<file path="src/rtl/pipe_pkg.sv">
// Shared pipeline types for the memory-access stage: widths, FSM states and
// the MEM/WB payload carried into writeback.
package pipe_pkg;

   localparam int XLEN   = 32;
   localparam int REG_AW = 5;

   typedef enum logic {
      IDLE = 1'b0,
      WAIT = 1'b1
   } mem_state_t;

   typedef struct packed {
      logic [REG_AW-1:0] rd;
      logic              regwrite;
      logic [XLEN-1:0]   wbdata;
   } mem_wb_t;

endpackage

</file>
<file path="src/rtl/mem_wb_reg.sv">
// MEM/WB pipeline register. A load captures the full payload; a bubble only
// kills the writeback enable so rd/data hold their previous values.
module mem_wb_reg
   import pipe_pkg::*;
(
   input  logic    clk_i,
   input  logic    start_i,
   input  logic    load,
   input  logic    bubble,
   input  mem_wb_t d,
   output mem_wb_t q
);

   // NOTE: clocked state uses non-blocking assignments so every register
   // samples pre-edge values regardless of process ordering.
   always_ff @(posedge clk_i) begin
      if (!start_i) begin
         q <= '0;
      end else if (load) begin
         q <= d;
      end else if (bubble) begin
         q.regwrite <= 1'b0;
      end
   end

endmodule

</file>
<file path="src/rtl/mem_stage.sv">
// Memory-access stage: drives a req/ack data memory, stalls upstream while an
// access is outstanding and flags a hung memory with a sticky timeout.
module mem_stage
   import pipe_pkg::*;
#(
   parameter int XLEN     = pipe_pkg::XLEN,
   parameter int REG_AW   = pipe_pkg::REG_AW,
   parameter int MAX_WAIT = 16
) (
   input  logic              clk_i,
   input  logic              start_i,
   input  logic [REG_AW-1:0] RDaddr_i,
   input  logic [XLEN-1:0]   RS2data_i,
   input  logic [XLEN-1:0]   ALUResult_i,
   input  logic              MemRead_i,
   input  logic              MemWrite_i,
   input  logic              RegWrite_i,
   input  logic              MemtoReg_i,
   output logic              mem_req_o,
   output logic              mem_we_o,
   output logic [XLEN-1:0]   mem_addr_o,
   output logic [XLEN-1:0]   mem_wdata_o,
   input  logic              mem_ack_i,
   input  logic [XLEN-1:0]   mem_rdata_i,
   output logic              stall_o,
   output logic [REG_AW-1:0] RDaddr_o,
   output logic              RegWrite_o,
   output logic [XLEN-1:0]   WBdata_o,
   output logic              err_o
);

   localparam int CNT_W = (MAX_WAIT > 0) ? $clog2(MAX_WAIT + 1) : 1;
   localparam logic [CNT_W-1:0] CNT_LAST = CNT_W'((MAX_WAIT > 0) ? MAX_WAIT - 1 : 0);
   localparam logic [CNT_W-1:0] CNT_SAT  = '1;

   mem_state_t       state, state_nxt;
   logic [CNT_W-1:0] wait_cnt, wait_cnt_nxt;
   logic             acc;
   logic             set_err;
   logic             wb_load;
   logic             wb_bubble;
   mem_wb_t          wb_d;
   mem_wb_t          wb_q;

   assign acc         = MemRead_i | MemWrite_i;
   assign mem_addr_o  = ALUResult_i;
   assign mem_wdata_o = RS2data_i;

   // NOTE: every output of this block gets a default first, so no path can
   // leave a signal unassigned and infer a latch.
   always_comb begin
      state_nxt    = state;
      wait_cnt_nxt = wait_cnt;
      mem_req_o    = 1'b0;
      mem_we_o     = 1'b0;
      stall_o      = 1'b0;
      set_err      = 1'b0;
      wb_load      = 1'b0;
      wb_bubble    = 1'b0;
      wb_d.rd       = RDaddr_i;
      wb_d.regwrite = RegWrite_i;
      wb_d.wbdata   = ALUResult_i;

      unique case (state)
         IDLE: begin
            if (acc) begin
               stall_o      = 1'b1;
               wb_bubble    = 1'b1;
               state_nxt    = WAIT;
               wait_cnt_nxt = '0;
            end else begin
               wb_load = 1'b1;
            end
         end
         WAIT: begin
            mem_req_o = 1'b1;
            mem_we_o  = MemWrite_i;
            if (mem_ack_i) begin
               // A combined read+write is treated as a store; rdata is ignored.
               wb_load = 1'b1;
               if (MemtoReg_i && !MemWrite_i) wb_d.wbdata = mem_rdata_i;
               state_nxt = IDLE;
            end else if ((MAX_WAIT != 0) && (wait_cnt == CNT_LAST)) begin
               set_err   = 1'b1;
               wb_bubble = 1'b1;
               state_nxt = IDLE;
            end else begin
               stall_o   = 1'b1;
               wb_bubble = 1'b1;
               if (wait_cnt != CNT_SAT) wait_cnt_nxt = wait_cnt + 1'b1;
            end
         end
         default: state_nxt = IDLE;
      endcase

      if (!start_i) begin
         mem_req_o = 1'b0;
         mem_we_o  = 1'b0;
         stall_o   = 1'b0;
      end
   end

   always_ff @(posedge clk_i) begin
      if (!start_i) begin
         state    <= IDLE;
         wait_cnt <= '0;
         err_o    <= 1'b0;
      end else begin
         state    <= state_nxt;
         wait_cnt <= wait_cnt_nxt;
         if (set_err) err_o <= 1'b1;
      end
   end

   mem_wb_reg u_mem_wb_reg (
      .clk_i   (clk_i),
      .start_i (start_i),
      .load    (wb_load),
      .bubble  (wb_bubble),
      .d       (wb_d),
      .q       (wb_q)
   );

   assign RDaddr_o   = wb_q.rd;
   assign RegWrite_o = wb_q.regwrite;
   assign WBdata_o   = wb_q.wbdata;

endmodule

</file>
<file path="config.mk">
export PLATFORM = sky130hd
export DESIGN_NAME = mem_stage
export DESIGN_NICKNAME = d
export VERILOG_FILES = /design/src/rtl/pipe_pkg.sv /design/src/rtl/mem_wb_reg.sv /design/src/rtl/mem_stage.sv
export SDC_FILE = /design/constraint.sdc
export NUM_CORES = 1
export LEC_CHECK = 0
export ABC_AREA = 1
export BUFFER_PORTS_ARGS = -buffer_cell sky130_fd_sc_hd__buf_2
export CORE_MARGIN = 5
export CORE_UTILIZATION = 39
export CTS_CLUSTER_DIAMETER = 150
export DETAILED_ROUTE_END_ITERATION = 16
export GPL_ROUTABILITY_DRIVEN = 0
export PLACE_DENSITY = 0.81
export SLEW_MARGIN = 25
export SYNTH_ARGS = -nofsm -noshare
export SYNTH_HDL_FRONTEND = slang
export SYNTH_SLANG_ARGS = --single-unit
</file>
<file path="constraint.sdc">
create_clock -name clk_i -period 1.6 [get_ports clk_i]
set_input_delay 0.32 -clock clk_i [delete_from_list [all_inputs] [get_ports clk_i]]
set_output_delay 0.32 -clock clk_i [all_outputs]
set_load 0.005 [all_outputs]
</file>
[Word level (Yosys, flattened, before mapping)]
Index checks and enable logic that the tools add are counted.
Word-level totals
  bits in registers: 45
  output and inout bits: 106
Cells by class
  $add $sub $neg: 1
  equality and inequality tests: 6
  multiplexer cells: 27
  bitwise logic cells: 2
  reductions and logical operators: 4
Operators by type and width (count)
  32-bit two-way mux: 3
  5-bit two-way mux: 4
  1-bit two-way mux: 16
  5-bit case mux with 2 select lines: 1
  2-bit inequality test, second input constant: 3
  1-bit case mux with 2 select lines: 3
  5-bit by 1-bit adder with 5-bit output, second input constant: 1
  5-bit by 4-bit == test with 1-bit output, second input constant: 1
  5-bit inequality test, second input constant: 1
  4-bit AND reduction: 1
  2-bit by 1-bit inequality test with 1-bit output, second input constant: 1
  2-bit nonzero test: 1
  1-bit logical AND: 1
  1-bit logical NOT: 1
  1-bit inverter: 1
  1-bit bitwise OR: 1

[Logic depth before layout (Yosys ltp)]
  depth after elaboration: 5
  depth in mapped cells: 9
  gate-level depth less buffers: 9

[Hierarchy]
From an unflattened synthesis, not the netlist that was laid out.
Unflattened totals
  cells, all modules: 403
  area, all modules: 3036.7 µm²
Modules (own cells, without submodules)
  mem_stage: instances 1, cells each 236, area an instance 1595.3 µm², seq. area each 140.1 µm²
  mem_wb_reg: instances 1, cells each 167, area an instance 1441.4 µm², seq. area each 760.7 µm²

[Worst setup path before layout]
Ideal clock, no wire load.
  path type: register -> output
  start point: reg wait_cnt[0]
  end point: out stall_o
  data arrival time: 1.207 ns
  path slack: 0.073 ns
  stages on the path, launching flop included: 8
  cells stage by stage: dfxtp_1 ha_1 nand2_1 nor2_1 ha_1 o21ai_1 nand2_1 nor2_1
Between the ends
  word-level cells in the longest chain between the ends: 5
RTL lines
  start, declared: RTL line mem_stage.sv:37  | logic [CNT_W-1:0] wait_cnt, wait_cnt_nxt;
  start signal, assigned: RTL line mem_stage.sv:110  | wait_cnt <= wait_cnt_nxt;
  5-bit by 4-bit == test with 1-bit output: RTL line mem_stage.sv:83  | end else if ((MAX_WAIT != 0) && (wait_cnt == CNT_LAST)) begin
  1-bit two-way mux: RTL line mem_stage.sv:83
  1-bit two-way mux: RTL line mem_stage.sv:78  | if (mem_ack_i) begin
  1-bit case mux with 2 select lines: RTL line mem_stage.sv:64  | unique case (state)
  1-bit two-way mux: RTL line mem_stage.sv:96  | if (!start_i) begin
  end, declared: RTL line mem_stage.sv:25  | output logic stall_o,
Every way passes these cells.

[Worst setup path in the final report]
Ends and elaborated chain as after synthesis.

==> key figures <==
Global routing
  – Total global-route track usage: between 10% and 20%
  – GRT Residual Overflow: 0
  – Via count of the first global-routing pass: 2,526
  – Initial antenna violation count: 0
  – Largest net degree at the start of global routing: 71
  – Global-route wire length before repair: between 10 and 15 mm

CTS
  – Clock latency on the worst-skew pair: 290 ps
  – CTS tree: yes
  – Root Buffer: clkbuf_8
  – CTS Sinks: 45
  – Clk buf depth: 2
  – H-tree depth: 2
  – Clock slew at reported path FFs: 80 ps
  – Num CTS Buffers: 5

Worst setup path
  – Critical path type: flop to output pin
  – Crit path DAT: 1500 ps
  – Critical path required time: about 1300 ps
  – CP startpoint: wait_cnt[0]
  – Reg-to-reg slack, setup: 80 ps
  – R2r startpoint: wait_cnt[0]
  – Setup crit end: stall_o
  – FF-to-FF End: wait_cnt[0]
  – CP endpoint kind: output pin
  – Startpoint types: flop
  – Crit path max fanout: 2
  – FF-to-FF path depth: 10

Cells and area
  – Final Cell Area: 3150 µm²
  – Core Util, Final: 49.1%
  – Most common cell after layout, fill and taps aside: buf_2
  – Layout Nets: 561
  – Share of post-route cells with drive strength above 1: 42.9%
  – Synth-to-Final Area Change: 21.2%
  – Most frequent cells in the layout: buf_2, nand2_1, o21ai_0
  – Ant. Diodes: 0

Synth
  – Post-synth top area cell: dfxtp_1
  – Synthesized flop and latch total: 45
  – Synth top area share: ~35%
  – Unique masters post-synth: 24
  – Post-Syn Area: 2600 µm²
  – Net Count, Synth: 467
  – Post-Syn Area per Cell: around 7.3 µm²
  – Ys Warns: 0
  – Seq/Total Area, Yosys: 34.6%
  – Ranking of synthesized cells by area: dfxtp_1, buf_4, o21ai_0
  – Cell count after synthesis: 356

Detailed routing
  – Vias/cell: around 4.7
  – # DRC: 0
  – DR vias: 2,467
  – WL/cell: 13.2 µm
  – TritonRoute pass-1 iters: 4
  – Post-DRT Antenna Nets: 0
  – Post-Route WL: 6.95 mm
  – First-iteration detailed-routing DRC count: 64

Placed design
  – PortBufs: 149
  – DP HPWL: 5.25 mm
  – DP Area: approximately 3000 µm²

STA
  – Tcrit/Tclk final: 114%
  – Hold Slack: 250 ps
  – Measured slew at the worst slew-check pin: 343 ps
  – Minimum setup slack in the final design: -222 ps
  – Setup violators final: 1
  – Slew Limit Fails: 0
  – Period minus WS final: 1820 ps
  – RSZ-0062 raised after global routing: true
  – Fmax: 549 MHz
  – Slew margin rel.: 77.1%
  – Final Hold Viols: 0
  – Clk_skew: about 7.6 ps

Floorplanning
  – # rows: 29
  – Die footprint: 8400 µm²
  – Die width: between 90 and 100 µm
  – Height of the chip: 91.7 µm
  – Top-Level Pins: 214
  – Core area: 6420 µm²
  – Initial core utilization: 40.5%

Job
  – MaxCap Viol Count: 0

Power
  – Leak: 0.00178 µW
  – Pwr per Cell Area: between 800 and 900 nW/µm²
  – Peak supply drop: 0.322 mV

Worst hold path
  – Hold path start: RegWrite_i
  – HP Class: input port to flop

Run status
  – Run status: complete, but fails checks
  – Failing checks: negative setup slack
-- worst max-delay path, stage by stage (launching register included) --
cell	delay, ps
dfxtp_2	340
ha_4	170
nand2_4	80
nor2_4	40
ha_4	160
o21ai_2	130
nand2_1	80
nor2_2	90
buf_2	120
-- cells in the mapped netlist (all sizes together) --
cell	n
nand2	50
a21boi	1
nand4	2
ha	3
a21oi	34
nor3b	1
inv	42
o21ai	70
clkbuf	6
or2	1
nor2	22
nand3	1
a22oi	2
dfxtp	45
buf	76
-- report_power, final --
group	internal, µW	switching [µW]	leakage [µW]
sequential	1220	49.3	0.000372
combinational	275	301	0.00136
clock	454	368	0.0000540
-- how the worst min path moves through the flow --
stage	to	slack, ps	depth (start not counted)
floorplan	u_mem_wb_reg.q[32]	440	2
global placement	err_o	450	2
detailed placement	err_o	490	2
CTS	u_mem_wb_reg.q[32]	240	3
global route	u_mem_wb_reg.q[36]	260	3
finish	u_mem_wb_reg.q[32]	250	3
-- metrics by stage --
step	std cells	setup TNS (ps)	power (µW)	setup WS [ps]
2_1_floorplan	356	0	1680	73.5
3_3_place_gp	515	0	1840	31.0
3_5_place_dp	515	-27.7	1850	-23.7
4_1_cts	525	-311	2700	-283
5_1_grt	527	-316	2820	-309
6_report	527	-222	2670	-222
-- cell type report --
cell class | count | area (µm²)
clock buffers | 5 | 68.8
clock inverters | 2 | 35.0
fillers | 625 | 3270
inverters | 42 | 158
multi-input cells | 187 | 982
flip-flops and latches | 45 | 903
well taps | 77 | 96.3
repair buffers | 169 | 908
-- state kept, by name (all words and copies together), names as in the netlist --
| name | flops |
|---|---|
| err_o | 1 |
| state | 1 |
| u_mem_wb_reg.q | 38 |
| wait_cnt | 5 |
-- cell families after synthesis --
group                      after synthesis  share of synthesized area (%)
DFF                                     45                           34.6
buffers and inverters                  124                           29.8
and+or+nand+nor                         77                           13.2
AOI/OAI and AO/OA                      107                           20.9
adders and majority gates                3                           1.44
-- routing by layer --
layer / up-vias / GRT usage [%] / share of wire [%]
met5: - / 0 / 0
met4: 0 / 5.90 / 2.4
met3: 19 / 3.93 / 7.7
met2: 105 / 28.6 / 51
met1: 1092 / 16.8 / 39
li1: 1251 / - / -
-- timing repair --
| action | 4_1_cts | 5_1_grt |
|---|---|---|
| pin swaps | 5 | 6 |
| resized for setup | 10 | 4 |
| setup endpoints to repair | 2 | 6 |
| hold buffers | 0 | 0 |
| buffers inserted | 3 | 3 |
Note: power is estimated with default switching activity, not from simulation.
